--- src/rtl/msg_encryptor.sv ---
// Frame encryptor: wraps a message in space padding to a fixed 64-byte frame and
// XORs each byte with a 7-bit LFSR keystream, adding an even-parity bit 7.
module msg_encryptor (
    input  logic       clk,
    input  logic       rst_n,
    input  logic       start,
    input  logic [5:0] msg_len,
    input  logic [3:0] pre_length,
    input  logic [6:0] lfsr_ptrn,
    input  logic [6:0] lfsr_init,
    input  logic       in_valid,
    input  logic [7:0] in_data,
    output logic       in_ready,
    output logic       out_valid,
    output logic [7:0] out_data,
    output logic [5:0] out_idx,
    input  logic       out_ready,
    output logic       busy,
    output logic       done
);

    // Handshake: a byte moves on in_* or out_* in any cycle where valid and
    // ready are both high at the rising edge; valid never depends on ready.
    typedef enum logic [2:0] {
        IDLE = 3'd0,
        PRE  = 3'd1,
        MSG  = 3'd2,
        POST = 3'd3,
        DONE = 3'd4
    } state_t;

    localparam logic [6:0] FRAME_LEN = 7'd64;

    state_t     state;
    logic [6:0] idx;       // index of the next byte to be loaded
    logic [3:0] pre;
    logic [6:0] msg_end;
    logic [6:0] lfsr;
    logic [6:0] ptrn;

    logic [3:0] pre_clamp;
    logic [5:0] len_clamp;
    logic       can_load;
    logic       emit_space;
    logic       take_char;
    logic       load;
    logic       last_acc;
    logic [7:0] plain;
    logic [7:0] cipher;
    logic [6:0] lfsr_next;
    logic [6:0] idx_next;

    assign pre_clamp  = (pre_length < 4'd10) ? 4'd10 : pre_length;
    assign len_clamp  = (msg_len > 6'd49) ? 6'd49 : msg_len;

    assign can_load   = !out_valid || out_ready;
    assign in_ready   = (state == MSG) && can_load;
    assign take_char  = in_ready && in_valid;
    assign emit_space = ((state == PRE) || ((state == POST) && (idx != FRAME_LEN))) && can_load;
    assign load       = emit_space || take_char;
    assign last_acc   = out_valid && out_ready && (out_idx == 6'd63);
    assign idx_next   = idx + 7'd1;

    // Plaintext bit 7 is forced to zero, so reducing all 8 cipher bits
    // gives the parity of the 7 ciphertext bits.
    assign plain      = take_char ? (in_data & 8'h7f) : 8'h20;
    assign cipher     = plain ^ {1'b0, lfsr};
    assign lfsr_next  = {lfsr[5:0], ^(lfsr & ptrn)};

    always_ff @(posedge clk or negedge rst_n) begin
        if (!rst_n) begin
            state     <= IDLE;
            idx       <= '0;
            pre       <= '0;
            msg_end   <= '0;
            lfsr      <= '0;
            ptrn      <= '0;
            out_valid <= 1'b0;
            out_data  <= '0;
            out_idx   <= '0;
            busy      <= 1'b0;
            done      <= 1'b0;
        end else begin
            // One keystream step per frame byte, taken as the byte enters the
            // output register; a held byte keeps its key because nothing reloads.
            if (load) begin
                out_valid <= 1'b1;
                out_data  <= {^cipher, cipher[6:0]};
                out_idx   <= idx[5:0];
                idx       <= idx_next;
                lfsr      <= lfsr_next;
            end else if (out_ready) begin
                out_valid <= 1'b0;
            end

            case (state)
                IDLE: begin
                    done <= 1'b0;
                    if (start) begin
                        pre     <= pre_clamp;
                        msg_end <= {3'b000, pre_clamp} + {1'b0, len_clamp};
                        ptrn    <= lfsr_ptrn;
                        lfsr    <= (lfsr_init == 7'h00) ? 7'h01 : lfsr_init;
                        idx     <= '0;
                        busy    <= 1'b1;
                        state   <= PRE;
                    end
                end
                PRE: begin
                    if (load && (idx_next == {3'b000, pre})) begin
                        state <= (msg_end == {3'b000, pre}) ? POST : MSG;
                    end
                end
                MSG: begin
                    if (load && (idx_next == msg_end)) begin
                        state <= POST;
                    end
                end
                POST: begin
                    if (last_acc) begin
                        done  <= 1'b1;
                        state <= DONE;
                    end
                end
                DONE: begin
                    done  <= 1'b0;
                    busy  <= 1'b0;
                    state <= IDLE;
                end
                default: begin
                    state <= IDLE;
                end
            endcase
        end
    end

endmodule

--- config.mk ---
export PLATFORM = sky130hd
export DESIGN_NAME = msg_encryptor
export DESIGN_NICKNAME = d
export VERILOG_FILES = /design/src/rtl/msg_encryptor.sv
export SDC_FILE = /design/constraint.sdc
export NUM_CORES = 1
export LEC_CHECK = 0
export ABC_AREA = 1
export ABC_CLOCK_PERIOD_IN_PS = 4100
export BUFFER_PORTS_ARGS = -buffer_cell sky130_fd_sc_hd__buf_2
export CAP_MARGIN = 20
export CORE_ASPECT_RATIO = 0.9
export CORE_MARGIN = 2
export CORE_UTILIZATION = 30
export DETAILED_ROUTE_END_ITERATION = 10
export PLACE_DENSITY_LB_ADDON = 0.15
export SYNTH_ARGS = -nofsm -noshare
export SYNTH_HDL_FRONTEND = slang
export SYNTH_SLANG_ARGS = --single-unit
--- constraint.sdc ---
create_clock -name clk -period 4.1 [get_ports clk]
set_clock_uncertainty 0.1 [all_clocks]
set_input_delay 0.41 -clock clk [delete_from_list [all_inputs] [get_ports clk]]
set_output_delay 0.41 -clock clk [all_outputs]
set_load 0.02 [all_outputs]
==> flow_metrics.py, run 1 <==
metrics = {
    "final_layout": {
        "layout.nets": 542,
        "seq_area_um2": 1300,
        "antenna_cells": 0,
        "multi_input_area_um2": 1650,
        "n_fill_cell": 1124,
        "synthToLayoutAreaGrowth_pct": 16.2,
        "final_util_pct": 36.1,
        "layout-drive-gt1-share_pct": 16.6,
        "postLayoutCellArea_um2": 3730,
    },
    "logic_synthesis": {
        "ys_seq_area_share_pct": 40.6,
        "synth_top_area_share_pct": 40.6,
        "syn_avg_cell_area_um2": 7.14,
        "synthCells": 449,
        "synth_edf_count": 0,
        "ys_async_sr_fraction_pct": 100,
        "syn-num-nets": 493,
        "yosys.area.top_type": "dfrtp_1",
        "yosysMostFrequentCell": "nand2_1",
        "synth_ff_type": "dfrtp_1",
        "synth.distinct_cells": 32,
        "netlist_area_um2": 3210,
        "synth_area_leaders": "dfrtp_1 41%, nand2_1 19%, o21ai_0 6.1%",
        "yosys-top-cells-count": "162 x nand2_1, 52 x dfrtp_1, 47 x inv_1, 39 x o21ai_0, 26 x nor2_1",
        "ys_ff_latch": 52,
        "synth_warnings": 0,
    },
    "route": {
        "wire_per_inst_um": 11.8,
        "drc": 3,
        "wirelength_mm": 7.41,
        "highest_layer": "met4",
        "via_per_inst": 4.50,
        "dr.pass1.iters": 7,
        "vias": 2826,
        "wirelength_met1_mm": 4.00,
        "final_antenna_net_count": 0,
        "drt_iter0_markers": 116,
        "dr_wl_met3_um": 261,
        "met2_wirelength_mm": 3.09,
    },
    "floorplan": {
        "row_count": 35,
        "core_um2": 10300,
        "die_h_um": 102,
        "pin_count": 55,
        "die_area_um2": 11500,
        "initial_core_util_pct": 31.0,
        "die_x_um": 113,
    },
    "status": {
        "violations": "DRC",
        "outcome": "finished, violations left",
    },
    "power": {
        "clockPowerShare_pct": 14.5,
        "p_switching_mw": 1.36,
        "swShare_pct": 47.3,
        "p_leak_nw": 1.97,
        "power_density_nw_per_um2": 773,
        "comb_power_share_pct": 51.2,
        "pwr-share-seq_pct": 34.3,
        "peakVddDrop_v": 0.000201,
        "internal-power_mw": 1.52,
    },
    "sta": {
        "finalCriticalPeriod_ns": 2.30,
        "timing.fmax_ghz": 0.435,
        "finalSetupViolCount": 0,
        "finalHoldViolCount": 0,
        "worst_slew_pin_slew_ns": 0.709,
        "tns_ns": 0,
        "slew_headroom_pct": 52.4,
        "fin_crit_sh_pct": 56.0,
        "hold_slack_ns": 0.139,
        "maxSlewViolCount": 0,
        "rsz0062_at_grt": "false",
    },
    "global_route": {
        "antenna_found_initial": 0,
        "grt-ovfl-total": 0,
        "grt_pass1_wl_mm": 12.5,
        "grt_usage_pct": 13.4,
        "grt_pass1_vias": 2678,
        "grt_max_degree": 53,
    },
    "clocking": {
        "clk_path_buf_depth": 2,
        "htree_levels": 2,
        "cts_resized": 0,
        "post-cts-setup-buffer-count": 0,
        "cts_tree": "built",
        "clock_sinks": 52,
        "cts_buffers": 5,
        "clk_pin_slew_ns": 0.07,
        "insertion_delay_ns": 0.29,
        "ctsHoldBuffers": 0,
        "cts_root_buffer": "clkbuf_16",
    },
    "critical_path": {
        "cp_max_fo": 35,
        "critical_path.top_delay_family": "simple AND/OR/NAND/NOR gates",
        "crit_path_start_kind": "flop",
        "critical_path_class": "flop to flop",
        "cp_num_buf_inv": 2,
        "worstPathArrival_ns": 2.38,
        "slowest_delay_ns": 0.41,
        "cp.depth": 12,
        "cp_cell_sequence": "inv_1, nand3_2, nor2_4, nand2_4, nand2_4, inv_2, nor2_1, nand2_1, nand2_1, nand3_1, nand2_1, nand2_1",
        "critPathRequiredTime_ns": 4.19,
        "cpMostUsedCell": "nand2_1",
        "reg2reg_depth": 12,
        "end_kind": "flop",
        "cp_slowest_cell": "dfrtp_1",
    },
    "placed_design": {
        "dp_hpwl_mm": 5.64,
        "placed_area_um2": 3580,
        "place_congestion": 0.774,
        "port_buffers": 53,
    },
    "run": {
        "cap_violations": 0,
    },
    "hold_path": {
        "hold_path_class": "input port to asynchronous set/reset pin",
    },
}
## registers in the layout, summed over array words and instances, names as in the netlist
register and count:
out_data 8, state 3, pre 4, lfsr 7
done 1, out_valid 1, idx 7, out_idx 6
busy 1, ptrn 7, msg_end 7
## per-layer routing
layer / GRT usage [%] / vias to the layer above
met1: 19.1 / 1257
met3: 2.49 / 6
met2: 21.3 / 43
li1: - / 1520
met4: 3.38 / 0
met5: 0 / -
## power groups by stage
stage	registers, mW	logic [mW]	clock network (mW)
2_1_floorplan	1.02	1.09	0
3_3_place_gp	0.985	1.46	0
3_5_place_dp	0.993	1.49	0
4_1_cts	0.985	1.49	0.436
5_1_grt	1.03	1.71	0.458
6_report	0.986	1.48	0.418
## kinds of logic after synthesis
group / Yosys count / synth area share, %
simple gates: 244 / 32.6
compound gates: 63 / 10.3
xor+xnor: 20 / 5.46
other cells: 1 / 0.117
flops: 52 / 40.6
buf+inv: 62 / 7.96
fa+ha+maj: 7 / 2.97
## cell type report
| type | count | share of cell area (%) |
|---|---|---|
| multi-input cells | 335 | 44.3 |
| flip-flops and latches | 52 | 34.9 |
| repair buffers | 55 | 7.52 |
| inverters | 49 | 4.97 |
| well taps | 129 | 4.33 |
| clock buffers | 5 | 3.36 |
| clock inverters | 3 | 0.638 |
## placed cells by master (no fill, tap or decap), types with 11 or more instances in the layout
| cell type | count |
|---|---|
| xor2_1 | 11 |
| buf_2 | 53 |
| inv_1 | 47 |
| nand2_1 | 162 |
| o21ai_0 | 39 |
| nand3_1 | 25 |
| a21oi_1 | 19 |
| dfrtp_1 | 52 |
| nor2_1 | 26 |
## through the flow
step / power, mW / setup slack (ns) / std cells
floorplan: 2.11 / 2.11 / 449
global placement: 2.45 / 1.74 / 620
detailed placement: 2.48 / 1.74 / 620
CTS: 2.91 / 1.79 / 628
global route: 3.19 / 1.53 / 628
finish: 2.88 / 1.80 / 628
## final timing paths
check / startpoint / to / slack (ns)
worst max-delay path: state[2] / state[1] / 1.80
max in group asynchronous: rst_n / out_data[5] / 3.32
worst min-delay path: rst_n / msg_end[5] / 0.14
worst min register to register: ptrn[3] / ptrn[3] / 0.38
min in group clk: lfsr_ptrn[1] / ptrn[1] / 0.21
worst max register to register: state[2] / state[1] / 1.80
Power figures use the tool's default switching activity.
==> run 2, diff against run 1 <==
--- a/config.mk
+++ b/config.mk
@@ -6,7 +6,7 @@
 export NUM_CORES = 1
 export LEC_CHECK = 0
 export ABC_AREA = 1
-export ABC_CLOCK_PERIOD_IN_PS = 4100
+export ABC_CLOCK_PERIOD_IN_PS = 1900
 export BUFFER_PORTS_ARGS = -buffer_cell sky130_fd_sc_hd__buf_2
 export CAP_MARGIN = 20
 export CORE_ASPECT_RATIO = 0.9
==> constraint.sdc (replaced) <==
create_clock -name clk -period 1.9 [get_ports clk]
set_clock_uncertainty 0.1 [all_clocks]
set_input_delay 0.19 -clock clk [delete_from_list [all_inputs] [get_ports clk]]
set_output_delay 0.19 -clock clk [all_outputs]
set_load 0.02 [all_outputs]
==> flow_metrics.py, run 2 (synthesis gave the netlist of run 1 again) <==
metrics = {
    "power": {
        "power_mw": 7.01,
        "power_density_nw_per_um2": 1660,
        "p_leak_nw": 2.22,
        "peakVddDrop_v": 0.000566,
    },
    "floorplan": {
        "core_um2": 10300,
        "die_area_um2": 11500,
        "row_count": 35,
        "die_x_um": 113,
        "initial_core_util_pct": 31.0,
        "pin_count": 55,
        "die_h_um": 102,
    },
    "clocking": {
        "clk_path_buf_depth": 2,
        "insertion_delay_ns": 0.29,
        "cts_root_buffer": "clkbuf_16",
        "clk_pin_slew_ns": 0.08,
        "cts_buffers": 5,
        "clock_sinks": 52,
        "htree_levels": 2,
        "cts_tree": "built",
    },
    "final_layout": {
        "final_common_cell": "nand2_1",
        "antenna_cells": 0,
        "fin_cells": 676,
        "layout-drive-gt1-share_pct": 26.5,
        "multi_input_area_um2": 1740,
        "seq_area_um2": 1310,
        "layout.nets": 590,
        "largest_reg_flops": 8,
        "top_register": "out_data",
        "synthToLayoutAreaGrowth_pct": 31.7,
        "final_cell_mix": "159 x nand2_1, 53 x buf_2, 48 x dfrtp_1, 42 x inv_1, 40 x buf_4",
        "n_fill_cell": 1064,
    },
    "global_route": {
        "grt_max_degree": 28,
        "grt_usage_pct": 13.8,
        "antenna_found_initial": 0,
        "grt-ovfl-total": 0,
        "grt_pass1_vias": 2742,
        "grt_pass1_wl_mm": 12.8,
    },
    "route": {
        "vias": 3085,
        "via_per_inst": 4.56,
        "final_antenna_net_count": 0,
        "dr_wl_met3_um": 251,
        "dr.pass1.iters": 8,
        "drc": 3,
        "highest_layer": "met4",
        "drt_iter0_markers": 136,
        "wire_per_inst_um": 11.8,
        "wirelength_mm": 7.98,
        "met2_wirelength_mm": 3.48,
        "wirelength_met1_mm": 4.16,
    },
    "placed_design": {
        "port_buffers": 53,
        "dp_hpwl_mm": 6.08,
        "pre_cts_slack_ns": -0.103,
        "place_congestion": 0.833,
        "dpl.cell_count": 650,
    },
    "critical_path": {
        "reg2reg_depth": 13,
        "critPathRequiredTime_ns": 1.98,
        "slowest_delay_ns": 0.45,
        "cpMostUsedCell": "nand2_1",
        "cp_max_fo": 4,
        "cp_cell_sequence": "ha_4, nand3_2, nor2_1, xor2_1, buf_4, nand2_1, nand3_2, nor2_2, nand2_1, nand2_2, nand3_2, nand2_1, nand2_1",
        "critical_path_class": "flop to flop",
        "end_kind": "flop",
        "cp_slowest_cell": "dfrtp_2",
        "crit_path_start_kind": "flop",
        "worstPathArrival_ns": 1.94,
    },
    "sta": {
        "fin_crit_sh_pct": 98.0,
        "finalHoldViolCount": 1,
        "maxSlewViolCount": 0,
        "rsz0062_at_grt": "true",
        "hold_slack_ns": -0.00370,
        "finalSetupViolCount": 0,
        "finalCriticalPeriod_ns": 1.86,
        "layout_setup_ws_ns": 0.0378,
        "timing.fmax_ghz": 0.537,
    },
    "status": {
        "outcome": "finished, violations left",
        "violations": "DRC, hold timing",
    },
    "hold_path": {
        "min_path_cells": 3,
        "hold_path_class": "input port to flop",
    },
    "run": {
        "cap_violations": 0,
    },
}
run 2: cell types whose count changed in the layout (fill, tap and decap cells not counted), moves of 4 or more:
cell           before  now
dfrtp_1            52   48
inv_1              47   42
dfrtp_2             0    4
inv_2               1    5
dlygate4sd3_1       0    7
buf_4               2   40
run 2: final cells by class:
type	instances	share of cell area, %
Sequential cell	52	30.9
Inverter	49	4.44
Multi-Input combinational cell	335	41.2
Timing Repair Buffer	103	15.9
Clock inverter	3	0.681
Tap cell	129	3.82
Clock buffer	5	2.96
run 2: per-stage QoR:
stage          hold slack, ns  TNS (ns)  cell area [um^2]  util, %
2_1_floorplan          -0.206         0              3210        -
3_3_place_gp           0.0191   -0.0702              3800     36.8
3_5_place_dp           0.0257    -0.137              3800     36.8
4_1_cts              0.000101         0              4070     39.4
5_1_grt                0.0111    -0.426              4220     40.9
6_report             -0.00370         0              4220     40.9
run 2: power breakdown:
group          switching [mW]  internal [mW]
Sequential              0.491           1.64
Clock                   0.444          0.508
Combinational            2.28           1.64
Total                    3.22           3.79
run 2: per-layer routing:
| layer | global-route usage, % | vias to the layer above |
|---|---|---|
| li1 | - | 1627 |
| met1 | 19.7 | 1398 |
| met2 | 22.0 | 56 |
| met3 | 2.02 | 4 |
| met4 | 4.03 | 0 |
| met5 | 0 | - |
run 2: final timing paths:
check                              from  slack (ns)     endpoint
min reg2reg                 out_data[1]        0.38  out_data[1]
min                        lfsr_ptrn[0]      -0.004      ptrn[0]
max                              idx[1]        0.04     state[1]
max in group asynchronous         rst_n        0.80       idx[0]
max reg2reg                      idx[1]        0.04     state[1]
min in group asynchronous         rst_n        0.24   msg_end[3]
run 2: critical path: cells and delay by family (launching register included):
family,cells,cell delay [ns]
simple gates,10,0.69
buf+inv,1,0.15
flops,1,0.45
fa+ha+maj,1,0.20
xor+xnor,1,0.15
run 2: what timing repair did:
item | in CTS | in global routing
endpoints found under the setup margin | 1 | 25
pin swaps | 3 | 15
setup buffers | 1 | 10
hold buffers | 7 | 0
hold endpoints to repair | 19 | 0
gates resized for setup | 5 | 29
==> run 3, diff against run 2 <==
--- a/config.mk
+++ b/config.mk
@@ -11,7 +11,7 @@
 export CAP_MARGIN = 20
 export CORE_ASPECT_RATIO = 0.9
 export CORE_MARGIN = 2
-export CORE_UTILIZATION = 30
+export CORE_UTILIZATION = 51
 export DETAILED_ROUTE_END_ITERATION = 10
 export PLACE_DENSITY_LB_ADDON = 0.15
 export SYNTH_ARGS = -nofsm -noshare
==> flow_metrics.py, run 3 (synthesis gave the netlist of run 1 again) <==
metrics = {
    "sta": {
        "maxSlewViolCount": 0,
        "fin_crit_sh_pct": 98.8,
        "finalCriticalPeriod_ns": 1.88,
        "finalSetupViolCount": 0,
        "timing.fmax_ghz": 0.533,
        "rsz0062_at_grt": "true",
        "finalHoldViolCount": 0,
        "layout_setup_ws_ns": 0.0233,
    },
    "floorplan": {
        "core_um2": 6110,
        "die_area_um2": 6940,
        "die_x_um": 87.6,
        "row_count": 27,
        "pin_count": 55,
        "die_h_um": 79.2,
        "initial_core_util_pct": 52.4,
    },
    "route": {
        "drc": 0,
        "dr.pass1.iters": 5,
        "drt_iter0_markers": 166,
        "via_per_inst": 4.97,
        "final_antenna_net_count": 0,
        "vias": 3109,
        "wirelength_mm": 7.61,
        "wire_per_inst_um": 12.2,
    },
    "clocking": {
        "insertion_delay_ns": 0.30,
        "clk_path_buf_depth": 2,
        "cts_tree": "built",
        "cts_root_buffer": "clkbuf_8",
        "clock_sinks": 52,
        "htree_levels": 2,
        "clk_pin_slew_ns": 0.10,
        "cts_buffers": 5,
    },
    "critical_path": {
        "ff2ff_setup_slack_ns": 0.02,
        "cp_max_fo": 8,
        "cp_num_buf_inv": 2,
        "cp_cell_sequence": "inv_1, nand3_4, nor3_4, buf_6, nand2_2, nand2_1, nand2_2, nand2_2, nand3_1, nand2_1, nand2_1, nand3_1, nand2_1",
        "slowest_delay_ns": 0.41,
        "crit_path_start_kind": "flop",
        "end_kind": "flop",
        "r2r-end": "out_data[7]",
        "critical_path.top_delay_family": "simple AND/OR/NAND/NOR gates",
        "critPathRequiredTime_ns": 1.99,
        "critical_path_class": "flop to flop",
        "worstPathArrival_ns": 1.97,
        "reg2reg_depth": 13,
        "r2r-start": "state[0]",
        "cp_slowest_cell": "dfrtp_1",
        "cpMostUsedCell": "nand2_1",
    },
    "status": {
        "outcome": "complete, no violations",
    },
    "global_route": {
        "antenna_found_initial": 0,
        "grt_pass1_wl_mm": 12.0,
        "grt_max_degree": 28,
        "grt_pass1_vias": 2793,
        "grt_usage_pct": 21.6,
        "grt-ovfl-total": 0,
    },
    "power": {
        "power_density_nw_per_um2": 1640,
        "p_leak_nw": 2.16,
        "power_mw": 6.73,
        "peakVddDrop_v": 0.000764,
    },
    "final_layout": {
        "antenna_cells": 0,
        "synthToLayoutAreaGrowth_pct": 28.3,
        "fin_cells": 625,
        "final_cell_mix": "148 x nand2_1, 53 x buf_2, 50 x dfrtp_1, 43 x inv_1, 38 x o21ai_0",
        "n_fill_cell": 524,
        "final_common_cell": "nand2_1",
        "multi_input_area_um2": 1810,
        "largest_reg_flops": 8,
        "layout.nets": 581,
        "layout-drive-gt1-share_pct": 27.9,
        "seq_area_um2": 1300,
        "top_register": "out_data",
    },
    "hold_path": {
        "min_path_cells": 3,
        "hp-start": "lfsr_init[3]",
        "min_to": "lfsr[3]",
        "hold_path_class": "input port to flop",
    },
    "run": {
        "cap_violations": 0,
    },
    "placed_design": {
        "port_buffers": 53,
        "pre_cts_slack_ns": -0.0951,
        "dpl.cell_count": 602,
        "dp_hpwl_mm": 5.59,
        "place_congestion": 0.893,
    },
}
run 3: changes by cell type in the layout (fill, tap and decap cells not counted), moves of 2 or more:
cell / delta
buf_4: -9
clkbuf_16: -5
clkbuf_8: +6
dfrtp_1: +2
dfrtp_2: -2
inv_6: -2
nand2_1: -11
nand2_2: +11
nand3_1: -5
nand3_2: +5
nor2_2: +2
xnor2_2: +2
run 3: worst max path at each step:
stage	start	to	slack, ns	cells after the start
final	state[0]	out_data[7]	0.02	13
after detailed placement	msg_len[5]	msg_end[4]	-0.1	10
after global routing	idx[0]	state[1]	-0.13	13
after CTS	idx[0]	state[1]	0.01	11
after floorplan	idx[0]	state[1]	0.11	13
after global placement	msg_len[5]	msg_end[4]	-0.03	10
run 3: where the power goes:
group | internal (mW) | leakage (nW) | switching (mW)
combinational | 1.51 | 1.47 | 2.28
sequential | 1.63 | 0.627 | 0.510
clock | 0.431 | 0.0614 | 0.366
total | 3.58 | 2.16 | 3.15
run 3: layout make-up:
class	count	share of cell area, %
multi-input cells	336	43.9
flip-flops and latches	52	31.7
repair buffers	93	14.3
inverters	49	4.50
well taps	87	2.65
clock buffers	6	2.01
clock inverters	2	0.943
run 3: worst register-to-register path, stage by stage (launching register included):
cell     delay (ns)
dfrtp_1        0.41
inv_1          0.11
nand3_4        0.13
nor3_4         0.21
buf_6          0.17
nand2_2        0.06
nand2_1        0.07
nand2_2        0.08
nand2_2        0.08
nand3_1        0.08
nand2_1        0.08
nand2_1        0.06
nand3_1        0.08
nand2_1        0.05
run 3: layer usage:
layer / global-route usage, % / share of wire [%] / routed length (um)
met1: 30.1 / 48 / 3650
met2: 34.9 / 47 / 3570
met3: 3.74 / 4.7 / 354
met4: 5.08 / 0.47 / 36
met5: 0 / 0 / 0
run 3: timing repair:
action | in CTS | in global routing
pin swaps | 1 | 24
setup buffers | 0 | 6
resized for setup | 3 | 39
cloned | 0 | 1
setup endpoints to repair | 1 | 19
hold buffers | 8 | 0
hold endpoints to repair | 27 | 0
run 3: metrics by stage:
stage                     setup TNS, ns  hold slack (ns)  util, %  cell area (um^2)
after floorplan                       0           -0.206        -              3210
after global placement          -0.0349           0.0697     60.6              3710
after detailed placement        -0.0989           0.0721     60.6              3710
after CTS                             0          0.00576     64.1              3920
after global routing             -0.783           0.0106     67.3              4110
final                                 0           0.0124     67.3              4110
